`src/rtl/mem_arbiter_if.sv`:
```
// Cache-side and memory-side signal bundle of the line memory arbiter.
// master = arbiter view, slave = caches + backing memory view.
interface mem_arbiter_if #(
  parameter int LINE_BITS = 128,
  parameter int ADDR_BITS = 10
);
  logic                 Ic_mem_req;
  logic [ADDR_BITS-1:0] Ic_mem_addr;
  logic [LINE_BITS-1:0] F_mem_inst;
  logic                 F_mem_valid;
  logic                 Dc_mem_req;
  logic [ADDR_BITS-1:0] Dc_mem_addr;
  logic [LINE_BITS-1:0] MEM_data_line;
  logic                 MEM_mem_valid;
  logic                 Dc_wb_we;
  logic [ADDR_BITS-1:0] Dc_wb_addr;
  logic [LINE_BITS-1:0] Dc_wb_wline;
  logic                 Dc_wb_busy;
  logic                 Arb_mem_req;
  logic                 Arb_mem_we;
  logic [ADDR_BITS-1:0] Arb_mem_addr;
  logic [LINE_BITS-1:0] Arb_mem_wline;
  logic [LINE_BITS-1:0] Arb_mem_rline;
  logic                 Arb_mem_valid;
  logic                 Arb_err;

  modport master (
    input  Ic_mem_req, Ic_mem_addr, Dc_mem_req, Dc_mem_addr,
           Dc_wb_we, Dc_wb_addr, Dc_wb_wline, Arb_mem_rline, Arb_mem_valid,
    output F_mem_inst, F_mem_valid, MEM_data_line, MEM_mem_valid, Dc_wb_busy,
           Arb_mem_req, Arb_mem_we, Arb_mem_addr, Arb_mem_wline, Arb_err
  );

  modport slave (
    output Ic_mem_req, Ic_mem_addr, Dc_mem_req, Dc_mem_addr,
           Dc_wb_we, Dc_wb_addr, Dc_wb_wline, Arb_mem_rline, Arb_mem_valid,
    input  F_mem_inst, F_mem_valid, MEM_data_line, MEM_mem_valid, Dc_wb_busy,
           Arb_mem_req, Arb_mem_we, Arb_mem_addr, Arb_mem_wline, Arb_err
  );
endinterface

```
`src/rtl/mem_arbiter.sv`:
```
// Serialises I-cache reads, D-cache reads and buffered D-cache write-backs onto one line port.
// Optional ARB_RR_EN: round-robin I/D read arbitration; undefined gives fixed D-over-I priority.
module mem_arbiter #(
  parameter int LINE_BITS = 128,
  parameter int ADDR_BITS = 10,
  parameter int MAX_WAIT  = 15
) (
  input logic           clk,
  input logic           rst,
  mem_arbiter_if.master bus
);
  localparam int WD_BITS = $clog2(MAX_WAIT + 1);

  typedef enum logic [1:0] {IDLE, ISSUE, WAIT, RESP} state_t;
  typedef enum logic [1:0] {SRC_I, SRC_D, SRC_WB} src_t;

  typedef struct packed {
    src_t                 src;
    logic                 we;
    logic [ADDR_BITS-1:0] addr;
    logic [LINE_BITS-1:0] wline;
  } cmd_t;

  state_t               state, state_nx;
  cmd_t                 cmd_q, grant_cmd;
  logic                 grant;
  logic                 wbb_vld;
  logic [ADDR_BITS-1:0] wbb_addr;
  logic [LINE_BITS-1:0] wbb_line;
  logic [LINE_BITS-1:0] rline_q, f_line_q, d_line_q;
  logic [WD_BITS-1:0]   wd_cnt;
  logic                 err_q;
  logic                 wb_load, timeout, pick_d;
  logic                 f_pulse, d_pulse;

  assign wb_load = bus.Dc_wb_we & ~wbb_vld;
  assign timeout = (state == WAIT) && !bus.Arb_mem_valid &&
                   (wd_cnt == WD_BITS'(MAX_WAIT - 1));

`ifdef ARB_RR_EN
  logic last_d;

  assign pick_d = bus.Dc_mem_req & (~bus.Ic_mem_req | ~last_d);

  always_ff @(posedge clk or negedge rst) begin
    if (!rst)
      last_d <= 1'b0;
    else if (state == IDLE && grant && grant_cmd.src != SRC_WB)
      last_d <= (grant_cmd.src == SRC_D);
  end
`else
  assign pick_d = bus.Dc_mem_req;
`endif

  // A strobe being captured this cycle blocks read grants, so a D read of the
  // same line can never overtake the write-back that is about to enter the buffer.
  always_comb begin
    grant           = 1'b0;
    grant_cmd.src   = SRC_I;
    grant_cmd.we    = 1'b0;
    grant_cmd.addr  = bus.Ic_mem_addr;
    grant_cmd.wline = '0;
    if (wbb_vld) begin
      grant           = 1'b1;
      grant_cmd.src   = SRC_WB;
      grant_cmd.we    = 1'b1;
      grant_cmd.addr  = wbb_addr;
      grant_cmd.wline = wbb_line;
    end else if (wb_load) begin
      grant = 1'b0;
    end else if (pick_d) begin
      grant          = 1'b1;
      grant_cmd.src  = SRC_D;
      grant_cmd.addr = bus.Dc_mem_addr;
    end else if (bus.Ic_mem_req) begin
      grant = 1'b1;
    end
  end

  always_ff @(posedge clk or negedge rst) begin
    if (!rst) state <= IDLE;
    else      state <= state_nx;
  end

  always_comb begin
    state_nx = state;
    case (state)
      IDLE:    if (grant) state_nx = ISSUE;
      ISSUE:   state_nx = WAIT;
      WAIT:    if (bus.Arb_mem_valid) state_nx = RESP;
               else if (timeout)      state_nx = IDLE;
      RESP:    state_nx = IDLE;
      default: state_nx = IDLE;
    endcase
  end

  always_comb begin
    bus.Arb_mem_req   = 1'b0;
    bus.Arb_mem_we    = 1'b0;
    bus.Arb_mem_addr  = '0;
    bus.Arb_mem_wline = '0;
    f_pulse           = 1'b0;
    d_pulse           = 1'b0;
    case (state)
      ISSUE: begin
        bus.Arb_mem_req   = 1'b1;
        bus.Arb_mem_we    = cmd_q.we;
        bus.Arb_mem_addr  = cmd_q.addr;
        bus.Arb_mem_wline = cmd_q.wline;
      end
      RESP: begin
        f_pulse = (cmd_q.src == SRC_I) && bus.Ic_mem_req;
        d_pulse = (cmd_q.src == SRC_D) && bus.Dc_mem_req;
      end
      default: ;
    endcase
  end

  assign bus.F_mem_valid   = f_pulse;
  assign bus.F_mem_inst    = f_pulse ? rline_q : f_line_q;
  assign bus.MEM_mem_valid = d_pulse;
  assign bus.MEM_data_line = d_pulse ? rline_q : d_line_q;
  assign bus.Dc_wb_busy    = wbb_vld;
  assign bus.Arb_err       = err_q;

  always_ff @(posedge clk or negedge rst) begin
    if (!rst) begin
      cmd_q    <= '0;
      wd_cnt   <= '0;
      rline_q  <= '0;
      f_line_q <= '0;
      d_line_q <= '0;
      err_q    <= 1'b0;
    end else begin
      if (state == IDLE && grant)               cmd_q    <= grant_cmd;
      if (state == ISSUE)                       wd_cnt   <= '0;
      else if (state == WAIT)                   wd_cnt   <= wd_cnt + 1'b1;
      if (state == WAIT && bus.Arb_mem_valid)   rline_q  <= bus.Arb_mem_rline;
      if (f_pulse)                              f_line_q <= rline_q;
      if (d_pulse)                              d_line_q <= rline_q;
      if (timeout)                              err_q    <= 1'b1;
    end
  end

  // The entry is only released at the end of RESP (or on timeout), so it is
  // still busy in that cycle and cannot be refilled in the same cycle.
  always_ff @(posedge clk or negedge rst) begin
    if (!rst) begin
      wbb_vld  <= 1'b0;
      wbb_addr <= '0;
      wbb_line <= '0;
    end else if (wb_load) begin
      wbb_vld  <= 1'b1;
      wbb_addr <= bus.Dc_wb_addr;
      wbb_line <= bus.Dc_wb_wline;
    end else if ((state == RESP || timeout) && cmd_q.src == SRC_WB) begin
      wbb_vld  <= 1'b0;
    end
  end
endmodule

```
`src/flat_wrapper.sv`:
```
// flat-port wrapper written by rule: the top's interface ports become plain ports
module mem_arbiter_flat 
#(
  parameter int LINE_BITS = 128,
  parameter int ADDR_BITS = 10,
  parameter int MAX_WAIT  = 15
)
  (clk, rst, bus_Ic_mem_req, bus_Ic_mem_addr, bus_Dc_mem_req, bus_Dc_mem_addr, bus_Dc_wb_we, bus_Dc_wb_addr, bus_Dc_wb_wline, bus_Arb_mem_rline, bus_Arb_mem_valid, bus_F_mem_inst, bus_F_mem_valid, bus_MEM_data_line, bus_MEM_mem_valid, bus_Dc_wb_busy, bus_Arb_mem_req, bus_Arb_mem_we, bus_Arb_mem_addr, bus_Arb_mem_wline, bus_Arb_err);
  mem_arbiter_if #(.LINE_BITS(LINE_BITS), .ADDR_BITS(ADDR_BITS)) bus_i ();
  input logic clk;
  input logic rst;
  input wire logic [$bits(bus_i.Ic_mem_req)-1:0] bus_Ic_mem_req;
  input wire logic [$bits(bus_i.Ic_mem_addr)-1:0] bus_Ic_mem_addr;
  input wire logic [$bits(bus_i.Dc_mem_req)-1:0] bus_Dc_mem_req;
  input wire logic [$bits(bus_i.Dc_mem_addr)-1:0] bus_Dc_mem_addr;
  input wire logic [$bits(bus_i.Dc_wb_we)-1:0] bus_Dc_wb_we;
  input wire logic [$bits(bus_i.Dc_wb_addr)-1:0] bus_Dc_wb_addr;
  input wire logic [$bits(bus_i.Dc_wb_wline)-1:0] bus_Dc_wb_wline;
  input wire logic [$bits(bus_i.Arb_mem_rline)-1:0] bus_Arb_mem_rline;
  input wire logic [$bits(bus_i.Arb_mem_valid)-1:0] bus_Arb_mem_valid;
  output wire logic [$bits(bus_i.F_mem_inst)-1:0] bus_F_mem_inst;
  output wire logic [$bits(bus_i.F_mem_valid)-1:0] bus_F_mem_valid;
  output wire logic [$bits(bus_i.MEM_data_line)-1:0] bus_MEM_data_line;
  output wire logic [$bits(bus_i.MEM_mem_valid)-1:0] bus_MEM_mem_valid;
  output wire logic [$bits(bus_i.Dc_wb_busy)-1:0] bus_Dc_wb_busy;
  output wire logic [$bits(bus_i.Arb_mem_req)-1:0] bus_Arb_mem_req;
  output wire logic [$bits(bus_i.Arb_mem_we)-1:0] bus_Arb_mem_we;
  output wire logic [$bits(bus_i.Arb_mem_addr)-1:0] bus_Arb_mem_addr;
  output wire logic [$bits(bus_i.Arb_mem_wline)-1:0] bus_Arb_mem_wline;
  output wire logic [$bits(bus_i.Arb_err)-1:0] bus_Arb_err;
  assign bus_i.Ic_mem_req = bus_Ic_mem_req;
  assign bus_i.Ic_mem_addr = bus_Ic_mem_addr;
  assign bus_i.Dc_mem_req = bus_Dc_mem_req;
  assign bus_i.Dc_mem_addr = bus_Dc_mem_addr;
  assign bus_i.Dc_wb_we = bus_Dc_wb_we;
  assign bus_i.Dc_wb_addr = bus_Dc_wb_addr;
  assign bus_i.Dc_wb_wline = bus_Dc_wb_wline;
  assign bus_i.Arb_mem_rline = bus_Arb_mem_rline;
  assign bus_i.Arb_mem_valid = bus_Arb_mem_valid;
  assign bus_F_mem_inst = bus_i.F_mem_inst;
  assign bus_F_mem_valid = bus_i.F_mem_valid;
  assign bus_MEM_data_line = bus_i.MEM_data_line;
  assign bus_MEM_mem_valid = bus_i.MEM_mem_valid;
  assign bus_Dc_wb_busy = bus_i.Dc_wb_busy;
  assign bus_Arb_mem_req = bus_i.Arb_mem_req;
  assign bus_Arb_mem_we = bus_i.Arb_mem_we;
  assign bus_Arb_mem_addr = bus_i.Arb_mem_addr;
  assign bus_Arb_mem_wline = bus_i.Arb_mem_wline;
  assign bus_Arb_err = bus_i.Arb_err;
  mem_arbiter #(.LINE_BITS(LINE_BITS), .ADDR_BITS(ADDR_BITS), .MAX_WAIT(MAX_WAIT)) u_core (.clk(clk), .rst(rst), .bus(bus_i));
endmodule
```
`config.mk`:
```
export PLATFORM = sky130hd
export DESIGN_NAME = mem_arbiter_flat
export DESIGN_NICKNAME = d
export VERILOG_FILES = /design/src/rtl/mem_arbiter_if.sv /design/src/rtl/mem_arbiter.sv /design/src/flat_wrapper.sv
export SDC_FILE = /design/constraint.sdc
export NUM_CORES = 1
export LEC_CHECK = 0
export CORE_MARGIN = 8
export CORE_UTILIZATION = 40
export DETAILED_ROUTE_END_ITERATION = 16
export MAX_ROUTING_LAYER = met4
export PLACE_DENSITY = 0.8
export SLEW_MARGIN = 25
export SYNTH_ARGS = -nofsm -noshare
export SYNTH_HDL_FRONTEND = slang
export SYNTH_SLANG_ARGS = --single-unit
```
`constraint.sdc`:
```
create_clock -name clk -period 2.4 [get_ports clk]
set_clock_uncertainty 0.1 [all_clocks]
set_input_delay 0.72 -clock clk [delete_from_list [all_inputs] [get_ports clk]]
set_output_delay 0.72 -clock clk [all_outputs]
set_load 0.01 [all_outputs]
```
==> impl_metrics.yaml, run 1 <==
status:
  outcome: "complete, but fails checks"
  violations: "negative setup slack"
clocking:
  cts_sinks: 670
  clock_path_buffers: 3
  cts_tree: "done"
  clock_latency_ns: 0.61
  cts_buffers: 72
  path_clk_slew_ns: 0.07
  htree_num_levels: 3
  clock-root-buffer: "clkbuf_16"
placement:
  place_ws_ns: -1.238
  portBuffers: 691
  detailed_place_hpwl_mm: 61.21
  placed_cells: 3525
  routabilityCongestion: 0.8907
power_and_ir_drop:
  p_per_area_mw_per_mm2: 1310
  vdd_drop_max_v: 0.0008741
  total_leakage_power_nw: 19.46
critical_path:
  regToRegStartpoint: "u_core.state[1]$_DFFE_PN0P_"
  cpPeakStageDelay_ns: 0.49
  rrSetupSlack_ns: 0.07
  crit_required_ns: 1.58
  cp_max_fo: 25
  timing.rr.end: "u_core.d_line_q[91]$_DFF_PN0_"
  worstPathCellList: "ha_2 -> nor2b_4 -> and3_4 -> buf_12 -> buf_4 -> mux2_4 -> clkdlybuf4s50_1"
  setup.worst_path.class: "reg2out"
  cp.arrival_ns: 2.96
  cp_num_cells: 7
  cp_num_buf_inv: 3
  end_kind: "output port"
  start_kind: "flip-flop"
  rr_worst_depth: 11
  cpMaxStageDelayCell: "clkdlybuf4s50_1"
  cpLargestDelayFamily: "buffers and inverters"
worst_hold_path:
  hold_path_class: "reg2reg"
  min_from: "u_core.bus.Arb_err$_DFFE_PN0P_"
  hold_path_end: "u_core.bus.Arb_err$_DFFE_PN0P_"
  hold_depth: 1
detailed_routing:
  drt_first_pass_iters: 5
  vias: 19880
  drt_wl_total_mm: 93.72
  vias_per_cell: 5.202
  drc: 0
  drt-initial-drc-count: 1300
  antenna_left: 0
  wire_per_inst_um: 24.53
synthesis:
  synth_top_area_share_pct: 61.38
  synth_top_family_by_area: "multiplexers"
  synth.net_count: 2238
  syn_area_mm2: 0.02731
  synthCells: 1940
  synth_area_leaders: "dfrtp_1, mux2_2, mux2_4, and2_1, nand3_1"
  syn_avg_cell_area_um2: 14.08
  synth.area.mux_share_pct: 23.46
  yosysWarnings: 0
  synthXorXnorAreaFrac_pct: 0
  ys_types: 35
  ys_seq_elements: 670
  synth_compound_area_share_pct: 3.032
  yosysTopAreaCell: "dfrtp_1"
  synth-seq-area-share_pct: 61.38
  synth_fa_ha_area_share_pct: 0.2748
  yosys.area_share.simple_pct: 6.527
global_route:
  grt-ovfl-total: 0
  grt_pass1_vias: 21060
  antenna_found_initial: 19
  grtUsageTotal_pct: 22.51
  grt_max_degree: 129
  grt_pass1_wl_mm: 131.4
timing:
  slew_headroom_pct: 42.27
  hold_violations: 0
  max_freq_mhz: 264.3
  fin_crit_ns: 3.783
  rsz0062_at_grt: "true"
  period_share_pct: 157.6
  worstMarginPinSlew_ns: 0.8660
  timing.final.ws_setup_ns: -1.383
  finalSetupViolations: 398
  report.final.slew_viol_count: 0
run:
  cap_violations: 0
finish:
  multi_input_area_mm2: 0.009585
  fillCellCount: 4902
  regArea_mm2: 0.01677
  nNetsFinal: 3163
  area_growth_pct: 48.37
  fin_cells: 3821
  final_cell_mix: "dfrtp_1, clkdlybuf4s50_1, mux2_2"
  layout_commonest_cell: "dfrtp_1"
  drive_gt1_share_pct: 43.78
floorplanning:
  ioPinCount: 692
  start_util_pct: 40.11
  rows: 96
  die_y_um: 277.3
  die_w_um: 277.3
  core-area_mm2: 0.06811
  dieArea_mm2: 0.07691
==> how the worst max path moves through the flow <==
| stage | start | end |
|---|---|---|
| floorplan | bus_Ic_mem_req | bus_F_mem_inst[118] |
| global placement | bus_Ic_mem_req | bus_F_mem_inst[39] |
| detailed placement | bus_Ic_mem_req | bus_F_mem_inst[42] |
| CTS | u_core.state[1]$_DFFE_PN0P_ | bus_F_mem_inst[7] |
| global route | u_core.state[1]$_DFFE_PN0P_ | bus_F_mem_inst[7] |
| finish | u_core.state[1]$_DFFE_PN0P_ | bus_F_mem_inst[36] |
==> synth_stat cells <==
cell type  number
dfrtp_1       670
mux2_2        434
inv_1         146
and2_1        139
nand3_1       130
o21ai_0       129
mux2_4        100
buf_2          44
clkbuf_1       36
buf_6          25
nand2_1        14
buf_12         11
nand4bb_1      10
o311ai_0       10
buf_4           6
ha_1            6
nor2b_1         5
a21oi_1         3
a2bb2oi_1       2
mux2i_1         2
nor2_1          2
nor2b_2         2
o22ai_1         2
a21boi_2        1
a221oi_1        1
a22oi_1         1
and3_4          1
buf_1           1
nand2b_1        1
nand3_2         1
nand3b_1        1
o21a_1          1
o21bai_1        1
o31ai_1         1
or2_2           1
==> what timing repair did <==
action / in CTS / in global routing
setup buffers: 34 / 106
pin swaps: 0 / 3
endpoints found under the setup margin: 400 / 400
gates cloned: 6 / 13
endpoints found under the hold margin: 26 / 0
hold buffers: 1 / 0
resized for setup: 468 / 932
==> kinds of logic after synthesis <==
| family | after synthesis |
|---|---|
| DFF | 670 |
| muxes | 536 |
| AOI/OAI and AO/OA | 152 |
| buffers and inverters | 269 |
| adders and majority gates | 6 |
| and+or+nand+nor | 307 |
==> registers in the layout (all words and copies together), names as in the netlist <==
register and cells:
u_core.state 2, u_core.d_line_q 128, u_core.wbb_addr 10, u_core.f_line_q 128
u_core.wbb_line 128, u_core.wd_cnt 4, u_core.cmd_q 140, u_core.bus.Dc_wb_busy 1
u_core.rline_q 128, u_core.bus.Arb_err 1
==> where the power goes <==
part,internal (mW),switching (mW),leakage (nW)
Sequential,16.4,3.44,8.39
Clock,7.12,4.76,1.25
Combinational,12.0,9.31,9.82
Total,35.6,17.5,19.5
==> per-layer routing <==
metal / track usage, % / share of wire [%] / up-vias
met5: - / 0 / -
met4: 10.97 / 5.3 / 0
met3: 5.596 / 6.8 / 266
met2: 36.09 / 50 / 934
met1: 26.52 / 38 / 10230
li1: - / - / 8450
==> final cells by class <==
| class | count | area share (%) |
|---|---|---|
| diodes | 20 | 0.1235 |
| well taps | 882 | 2.723 |
| clock buffers | 101 | 5.162 |
| multi-input cells | 1001 | 23.65 |
| flip-flops and latches | 670 | 41.38 |
| inverters | 146 | 1.358 |
| clock inverters | 27 | 1.161 |
| repair buffers | 974 | 24.44 |
==> metrics by stage <==
stage | total power [mW] | TNS, ns | util (%) | hold slack (ns) | area [µm²]
floorplan | 28.61 | 0 | - | 0.3244 | 27310
global placement | 37.85 | -356.13 | 52.73 | 0.3570 | 35910
detailed placement | 38.79 | -377.91 | 52.73 | 0.3774 | 35910
CTS | 50.87 | -458.62 | 57.18 | 0.3954 | 38940
global route | 55.42 | -407.65 | 59.50 | 0.4090 | 40530
finish | 53.09 | -374.09 | 59.51 | 0.3833 | 40530
No activity file was read; power rests on OpenSTA's default activity.
==> run 2, diff against run 1 <==
SLEW_MARGIN = default   (was 25)
==> results of run 2 <==
No change in the layout: final DEF, timing and power equal those of run 1.
==> run 3, diff against run 2 <==
CTS_CLUSTER_SIZE = 24   (was default)
==> results of run 3 <==
No change in the layout: final DEF, timing and power equal those of run 1.
